[config.mk]
export PLATFORM = sky130hd
export DESIGN_NAME = sram_req_arbiter
export DESIGN_NICKNAME = d
export VERILOG_FILES = /design/src/rtl/sram_req_arbiter.sv
export SDC_FILE = /design/constraint.sdc
export NUM_CORES = 1
export LEC_CHECK = 0
export CAP_MARGIN = 20
export CORE_AREA = 4 4 123 125
export DETAILED_ROUTE_END_ITERATION = 8
export DIE_AREA = 0 0 127 129
export PLACE_DENSITY = 0.59
export SLEW_MARGIN = 20
export SYNTH_ARGS = -nofsm -noshare
export SYNTH_HDL_FRONTEND = slang
export SYNTH_SLANG_ARGS = --single-unit
[constraint.sdc]
create_clock -name clk -period 1.9 [get_ports clk]
set_input_delay 0.19 -clock clk [delete_from_list [all_inputs] [get_ports clk]]
set_output_delay 0.19 -clock clk [all_outputs]
set_load 0.005 [all_outputs]
[src/rtl/sram_req_arbiter.sv]
// sram_req_arbiter: shares one sram-like port between inst and data masters, data has priority
module sram_req_arbiter #(
    parameter int DEPTH = 2,
    parameter int PTR_W = 1
) (
    input  logic             clk,
    input  logic             reset,
    input  logic             i_req,
    input  logic             i_wr,
    input  logic [1:0]       i_size,
    input  logic [3:0]       i_wstrb,
    input  logic [31:0]      i_addr,
    input  logic [31:0]      i_wdata,
    output logic             i_addr_ok,
    output logic             i_data_ok,
    output logic [31:0]      i_rdata,
    input  logic             d_req,
    input  logic             d_wr,
    input  logic [1:0]       d_size,
    input  logic [3:0]       d_wstrb,
    input  logic [31:0]      d_addr,
    input  logic [31:0]      d_wdata,
    output logic             d_addr_ok,
    output logic             d_data_ok,
    output logic [31:0]      d_rdata,
    output logic             m_req,
    output logic             m_wr,
    output logic [1:0]       m_size,
    output logic [3:0]       m_wstrb,
    output logic [31:0]      m_addr,
    output logic [31:0]      m_wdata,
    input  logic             m_addr_ok,
    input  logic             m_data_ok,
    input  logic [31:0]      m_rdata,
    output logic [PTR_W:0]   outstanding
);
    typedef enum logic [1:0] {IDLE, HOLD_I, HOLD_D} state_t;

    state_t             state_q, state_d;
    logic [PTR_W:0]     count_q, count_d;
    logic [PTR_W-1:0]   wr_ptr_q, rd_ptr_q;
    logic [DEPTH-1:0]   tags_q;
    logic               sel_data, sel_req, full, accept, pop, head_tag;

    // Owner selection, request mux and response routing; a locked owner ignores the other master
    always_comb begin
        sel_data  = (state_q == HOLD_D) | ((state_q == IDLE) & d_req);
        sel_req   = sel_data ? d_req : i_req;
        full      = count_q == (PTR_W + 1)'(DEPTH);
        m_req     = sel_req & ~full;
        m_wr      = sel_data ? d_wr    : i_wr;
        m_size    = sel_data ? d_size  : i_size;
        m_wstrb   = sel_data ? d_wstrb : i_wstrb;
        m_addr    = sel_data ? d_addr  : i_addr;
        m_wdata   = sel_data ? d_wdata : i_wdata;
        accept    = m_req & m_addr_ok;
        d_addr_ok = accept & sel_data;
        i_addr_ok = accept & ~sel_data;
        pop       = m_data_ok & (count_q != '0);
        head_tag  = tags_q[rd_ptr_q];
        d_data_ok = pop & head_tag;
        i_data_ok = pop & ~head_tag;
        i_rdata   = m_rdata;
        d_rdata   = m_rdata;
        count_d   = count_q + (PTR_W + 1)'(accept) - (PTR_W + 1)'(pop);
        state_d   = (state_q == IDLE)
                  ? (((m_req & ~m_addr_ok) | (sel_req & full)) ? (sel_data ? HOLD_D : HOLD_I) : IDLE)
                  : ((accept | ~sel_req) ? IDLE : state_q);
    end

    // Lock FSM plus owner-tag FIFO; cleared immediately on reset so late responses are dropped
    always_ff @(posedge clk or posedge reset) begin
        if (reset) begin
            state_q  <= IDLE;
            count_q  <= '0;
            wr_ptr_q <= '0;
            rd_ptr_q <= '0;
            tags_q   <= '0;
        end else begin
            state_q  <= state_d;
            count_q  <= count_d;
            if (accept) tags_q[wr_ptr_q] <= sel_data;
            wr_ptr_q <= wr_ptr_q + PTR_W'(accept);
            rd_ptr_q <= rd_ptr_q + PTR_W'(pop);
        end
    end

    assign outstanding = count_q;
endmodule

# After elaboration in Yosys (flattened, before gate mapping)
# Cells that the tools add are included.
[totals] regBits=8 latchBits=0 ram_bits=0 romBits=0 output_inout_bits=142 elab_cells=51 mem_count=0
[classes] add_sub_neg=4 multipliers=0 div_mod_pow=0 n_lt_le_gt_ge=3 eq_ne=2 n_shift=0 n_mux=15 bitwise_logic=18 reduce_logical=4
[op_table] op="32-bit 2-to-1 mux" count=2
[op_table] op="1-bit bitwise AND" count=10
[op_table] op="2-bit 2-to-1 mux" count=5
[op_table] op="1-bit 2-to-1 mux" count=5
[op_table] op="1-bit NOT" count=5
[op_table] op="2-bit == test, second input constant" count=2
[op_table] op="1-bit by 2-bit less-than comparator with 1-bit output, second input constant" count=2
[op_table] op="4-bit 2-to-1 mux" count=1
[op_table] op="2-bit nonzero test" count=2
[op_table] op="1-bit OR" count=3
[op_table] op="1-bit adder" count=2
[op_table] op="2-bit by 1-bit adder with 2-bit output" count=1
[op_table] op="2-bit bitwise mux" count=1
[op_table] op="2-bit zero test" count=1
[op_table] op="2-bit by 1-bit subtractor with 2-bit output" count=1
[op_table] op="1-bit demux with 1-bit select" count=1
[op_table] op="1-bit greater-or-equal comparator, second input constant" count=1
[op_table] op="1-bit logical AND" count=1

# Logic depth before layout (Yosys ltp)
# Gate-level depths: netlist (run 1).
[logic_depth] ltp_word=9 ltp_mapped=6 mapped_depth_nobuf=6

# Worst setup path after synthesis (run 1)
# Ideal clock, no wire load.
[synth_timing] kind="register to register" from="register state_q[0]" to="register count_q[1], in the netlist outstanding[1]" setup_time_ns=0.079 t_arrival_ns=1.418 t_required_ns=1.821 slack_ns=0.403 path_stages_with_launch=7 path_buffers=0 path_cell_list="dfrtp_1 -> nand3b_2 -> o21ai_2 -> mux2i_1 -> a221oi_1 -> ha_1 -> xor2_1"
[synth_via] elab_chain_len=8
[synth_rtl] element="start, declared" line_no="39" source="state_t state_q, state_d;"
[synth_rtl] element="start signal, assigned" line_no="80" source="state_q <= state_d;"
[synth_rtl] element="2-bit zero test" line_no="47" source="sel_data = (state_q == HOLD_D) | ((state_q == IDLE) & d_req);"
[synth_rtl] element="1-bit bitwise AND" line_no="47"
[synth_rtl] element="1-bit OR (*)" line_no="47"
[synth_rtl] element="1-bit 2-to-1 mux (*)" line_no="48" source="sel_req = sel_data ? d_req : i_req;"
[synth_rtl] element="1-bit bitwise AND (*)" line_no="50" source="m_req = sel_req & ~full;"
[synth_rtl] element="1-bit bitwise AND (*)" line_no="56" source="accept = m_req & m_addr_ok;"
[synth_rtl] element="2-bit by 1-bit adder with 2-bit output (*)" line_no="65" source="count_d = count_q + (PTR_W + 1)'(accept) - (PTR_W + 1)'(pop);"
[synth_rtl] element="2-bit by 1-bit subtractor with 2-bit output (*)" line_no="65"
[synth_rtl] element="net count_d[1]" line_no="40" source="logic [PTR_W:0] count_q, count_d;"
[synth_rtl] element="end signal, assigned" line_no="81" source="count_q <= count_d;"
[synth_rtl] element="end, declared" line_no="40"
# The timed path passes the listed nets; every way through them passes the cells marked *.
# A chain may end at the register's enable or synchronous reset.

# Worst setup path after layout (run 1)
[layout_timing] from="register state_q[0]" to="output port m_req"
[layout_via] elab_chain_len=5
[layout_rtl] element="2-bit zero test" line_no="47"
[layout_rtl] element="1-bit bitwise AND" line_no="47"
[layout_rtl] element="1-bit OR (*)" line_no="47"
[layout_rtl] element="1-bit 2-to-1 mux (*)" line_no="48"
[layout_rtl] element="1-bit bitwise AND (*)" line_no="50"
[layout_rtl] element="end, declared" line_no="26" source="output logic m_req,"
# Mark *: on every way between the ends. The rest lies on a longest branch, timed or not.

==> impl_metrics.toml, run 1 <==
[timing]
worst_pin_slew_ns = 0.3804
setup_tns_ns = 0
slew_headroom_pct = 74.37
fin_skew_ns = 0.0008840
fmax_mhz = 538.7
period_share_pct = 97.70
fin_crit_ns = 1.856
finalHoldViolCount = 0
finalSetupViolCount = 0
slew_viol_final = 0

[critical_path]
path_max_fanout = 3
cp_cell_sequence = "buf_4 -> nor2b_4 -> a2bb2oi_4 -> a21oi_1 -> clkdlybuf4s50_1"
critPathCaptureType = "output pin"
slowest_delay_ns = 0.46
cp.arrival_ns = 1.67
crit_slowest_cell = "clkdlybuf4s50_1"
cp.required_ns = 1.71
critical_path_buf_inv_count = 2
path_delay_family = "buffers and inverters"
worstSetupPathType = "flop to output pin"
cp-start-kind = "flop"

[floorplanning]
die_h_microns = 129
die-area_sq_mm = 0.01638
die_w_microns = 127
core_area_sq_mm = 0.01388
start_util_pct = 13.63
placementRows = 43
ioPinCount = 322

[logic_synthesis]
seq_area_frac_synth_pct = 10.58
syn_area_per_cell_sq_um = 5.515
yosys_warnings = 0
post_synth_num_cell_types = 29
yosysTopAreaCellShare_pct = 42.86
yosys-top-cells-area = "nand2_1 (43%), buf_4 (28%), dfrtp_1 (11%)"
syn_nets = 525
netlist_area_sq_mm = 0.001892
synth_top_cell_by_area = "nand2_1"
synthCells = 343
ys_ff_latch = 8

[clock_tree]
clock_path_buffers = 2
htree_levels = 1
cts_tree = "yes"
postCtsHoldBufs = 0
clk_pin_slew_ns = 0.04
root_buffer = "clkbuf_16"
insertion_delay_ns = 0.23
cts_made_buffers = 3
cts.sinks = 8

[worst_hold_path]
min_path_type = "input port to async pin"

[power_and_ir_drop]
ir_drop_uv = 333.5
leakagePower_nw = 2.137
power.total_mw = 3.192
power.density_mw_per_mm2 = 760.1

[drt]
vias = 2758
drtIter0Drc = 53
ant_nets = 0
first_pass_iters = 4
routed_wl_microns = 10410
viasPerCell = 3.912
drc = 0
avgRoutedWirePerCell_microns = 14.77

[placement]
portBuffers = 225
gp_congestion = 0.7794
dpl_cell_area_sq_mm = 0.003940
dp_hpwl_microns = 7899

[final_layout]
nets = 709
n_antenna_cell = 0
nFillCells = 1551
area_growth_pct = 122.0
final_cell_mix = "nand2_1 (216), clkdlybuf4s50_1 (152), dlygate4sd2_1 (62)"
layout-drive-gt1-share_pct = 11.62
final_common_cell = "nand2_1"
fin_area_sq_mm = 0.004199

[global_routing]
grt_use_total_pct = 11.28
grt_pass1_vias = 2951
grt_max_degree = 36
antenna_found_initial = 0
grt_pass1_wl_microns = 14880
gr-total-overflow = 0

[run]
drv_cap = 0

[status]
status = "finished, final reports clean"
==> report_power, final <==
part / switching [mW] / total [mW] / leakage, nW / internal (mW)
Combinational: 1.07 / 2.51 / 2.01 / 1.44
Sequential: 0.0819 / 0.335 / 0.0937 / 0.253
Clock: 0.0732 / 0.344 / 0.0370 / 0.270
==> state kept, by name (all words and copies together), names as in the netlist <==
name and count:
wr_ptr_q 1, outstanding 2, rd_ptr_q 1, tags_q 2, state_q 2
==> worst paths after layout <==
check,startpoint,end,slack (ns),cells past startpoint
max,state_q[0],m_req,0.04,5
min in group clk,m_rdata[2],d_rdata[2],0.38,0
max in group asynchronous,reset,state_q[1],1.45,2
max reg2reg,state_q[0],outstanding[1],0.17,7
min reg2reg,rd_ptr_q,rd_ptr_q,0.49,1
min,reset,tags_q[1],0.21,2
==> through the flow <==
step / setup slack (ns) / util, % / instances / hold WS [ns]
finish: 0.04368 / 30.25 / 705 / 0.2076
CTS: -0.1230 / 29.70 / 697 / 0.2199
floorplan: 0.4029 / - / 343 / 0.005658
global route: -0.003585 / 30.25 / 705 / 0.2472
global placement: -0.1945 / 28.38 / 679 / 0.3801
detailed placement: -0.2029 / 28.38 / 679 / 0.3801
==> Yosys cell counts <==
cell,count
mux2_2,1
ha_1,2
nor2b_1,1
nor2b_4,1
and3_1,1
buf_2,8
o21ai_0,2
o221ai_1,1
o21ai_4,1
o21a_1,1
clkbuf_1,1
mux2i_1,2
nor3_2,1
a221oi_1,1
nand3b_2,1
xor2_1,1
buf_4,70
inv_1,7
dfrtp_1,8
xnor2_1,1
o2111ai_1,1
a21oi_1,1
nand2_1,216
nor3b_1,1
and2_1,1
mux2_4,1
a2bb2oi_4,1
nor2_1,7
o21ai_2,2
==> cells by family after synthesis <==
group / count (synthesis) / share of synthesized area [%]
flops: 8 / 10.58
buf+inv: 86 / 31.48
compound gates: 11 / 5.755
fa+ha+maj: 2 / 1.323
xor+xnor: 2 / 0.9261
mux: 4 / 2.447
simple gates: 230 / 47.49
==> metal layers <==
layer  global-route usage, %  share of wire, %  vias up
li1                        -                 -     1343
met1                   11.47                35     1177
met2                   20.21                48      186
met3                   4.068                11       52
met4                   6.120               6.0        0
met5                       0                 0        -
==> timing repair <==
action | 4_1_cts | 5_1_grt
gates resized for setup | 110 | 7
cloned | 4 | 2
setup buffers | 11 | 9
endpoints found under the setup margin | 73 | 10
pin swaps | 3 | 4
==> final cells by class <==
class / count / area, sq um / area share (%)
repair buffers: 258 / 2551 / 60.76
well taps: 180 / 225.2 / 5.364
multi-input cells: 249 / 1119 / 26.64
clock buffers: 3 / 75.07 / 1.788
flip-flops and latches: 8 / 202.7 / 4.827
inverters: 7 / 26.28 / 0.6257
Power figures use the tool's default switching activity.
==> run 2: changes to the inputs <==
--- a/config.mk
+++ b/config.mk
@@ -6,10 +6,11 @@
 export NUM_CORES = 1
 export LEC_CHECK = 0
 export CAP_MARGIN = 20
-export CORE_AREA = 4 4 123 125
+export CORE_AREA = 4 4 124 126
 export DETAILED_ROUTE_END_ITERATION = 8
-export DIE_AREA = 0 0 127 129
-export PLACE_DENSITY = 0.59
+export DIE_AREA = 0 0 128 130
+export DONT_BUFFER_PORTS = 1
+export PLACE_DENSITY = 0.34
 export SLEW_MARGIN = 20
 export SYNTH_ARGS = -nofsm -noshare
 export SYNTH_HDL_FRONTEND = slang
==> impl_metrics.toml, run 2 (synthesized netlist as in run 1, its figures left out) <==
[timing]
setup_slack_ns = 0.1533
fin_skew_ns = 0.0004512
slew_headroom_pct = 74.05
worst_pin_slew_ns = 0.3851
finalHoldViolCount = 0
period_share_pct = 91.93
fmax_mhz = 572.5
finalSetupViolCount = 0
slew_viol_final = 0
fin_crit_ns = 1.747
rsz0062_at_grt = "false"
setup_tns_ns = 0

[drt]
vias = 1782
viasPerCell = 3.916
routed_wl_microns = 6829
drc = 0
drtIter0Drc = 67
ant_nets = 0
avgRoutedWirePerCell_microns = 15.01
first_pass_iters = 4

[critical_path]
critPathCaptureType = "output pin"
cp.arrival_ns = 1.56
worstSetupPathType = "flop to output pin"
reg2reg_depth = 6
cp-start-kind = "flop"
cp.required_ns = 1.71
path_max_fanout = 34

[power_and_ir_drop]
power.total_mw = 1.841
leakagePower_nw = 0.9411
power.density_mw_per_mm2 = 1083
ir_drop_uv = 684.7

[final_layout]
n_antenna_cell = 0
nFillCells = 1681
final_cell_mix = "nand2_1 (216), dfrtp_1 (8), inv_1 (7)"
area_growth_pct = -10.12
fin_area_sq_mm = 0.001700
nets = 455
multi_input_area_sq_mm = 0.001111
ff_latch_area_sq_um = 200.2
final_common_cell = "nand2_1"
final_util_pct = 11.88
layout-drive-gt1-share_pct = 5.904

[clock_tree]
cts_made_buffers = 3
clk_pin_slew_ns = 0.04
clock_path_buffers = 2
insertion_delay_ns = 0.23
root_buffer = "clkbuf_16"
htree_levels = 1
cts.sinks = 8
cts_tree = "yes"
cts_resized = 0

[run]
drv_cap = 0

[global_routing]
grt_pass1_vias = 1441
antenna_found_initial = 2
grt_use_total_pct = 6.695
gr-total-overflow = 0
grt_pass1_wl_microns = 8521
grt_max_degree = 75

[placement]
dp_hpwl_microns = 6033
gp_congestion = 0.6311
dp_slack_ns = 0.2116
dpl_cell_area_sq_mm = 0.001615
portBuffers = 0

[floorplanning]
start_util_pct = 13.22
die-area_sq_mm = 0.01664
die_h_microns = 130
core_area_sq_mm = 0.01431
die_w_microns = 128
placementRows = 44
ioPinCount = 322

[worst_hold_path]
min_path_type = "input port to flop"
holdPathStages = 1

[status]
status = "finished, final reports clean"
[run 2: changes by cell type in the layout (fill, tap and decap cells not counted), moves of 2 or more]
cell / change
buf_12: -3
buf_16: -3
buf_2: -10
buf_4: -17
buf_6: -5
clkbuf_16: -2
clkdlybuf4s50_1: -152
dfrtp_1: +2
dfrtp_2: -2
dlygate4sd2_1: -62
inv_1: +2
inv_2: -2
[run 2: per-layer routing]
layer,vias up,wire [microns],track usage (%)
li1,827,-,-
met1,762,2328,7.702
met2,166,3250,10.54
met3,23,1078,3.684
met4,4,148,2.372
met5,-,23,0
[run 2: repair_timing]
action / 4_1_cts / 5_1_grt
buffers inserted: 0 / 0
endpoints found under the hold margin: 8 / 0
hold buffers: 1 / 0
[run 2: area by class of cell]
class                      count  share of cell area [%]
clock buffer                   3                   4.415
inverter                       7                   1.545
multi-input combinational    249                   65.34
sequential                     8                   11.77
tap                          184                   13.54
timing repair buffer           4                   3.385
[run 2: worst paths after layout]
| kind | startpoint | end | slack, ns |
|---|---|---|---|
| worst max-delay path | state_q[0] | m_wdata[5] | 0.15 |
| worst min-delay path | i_req | state_q[0] | 0.11 |
| worst max register to register | state_q[0] | outstanding[1] | 0.18 |
| worst min register to register | rd_ptr_q | rd_ptr_q | 0.49 |
| max in group asynchronous | reset | state_q[0] | 1.31 |
| min in group asynchronous | reset | outstanding[1] | 0.35 |
[run 2: worst max-delay path, cell delays in order, from the launching register on]
cell     delay (ns)
dfrtp_1        0.47
inv_1          0.16
o21ai_4        0.10
buf_4          0.33
nand2_1        0.09
nand2_1        0.14
[run 2: metrics by stage]
step	hold slack, ns	cells
after floorplan	0.005658	343
after global placement	0.05111	451
after detailed placement	0.05618	451
after CTS	0.1103	455
after global routing	0.1135	455
final	0.1124	455
[run 2: report_power, final]
part	switching [mW]	total, mW	internal [mW]
Combinational	0.747	1.15	0.404
Clock	0.0802	0.351	0.271
Sequential	0.0884	0.339	0.251
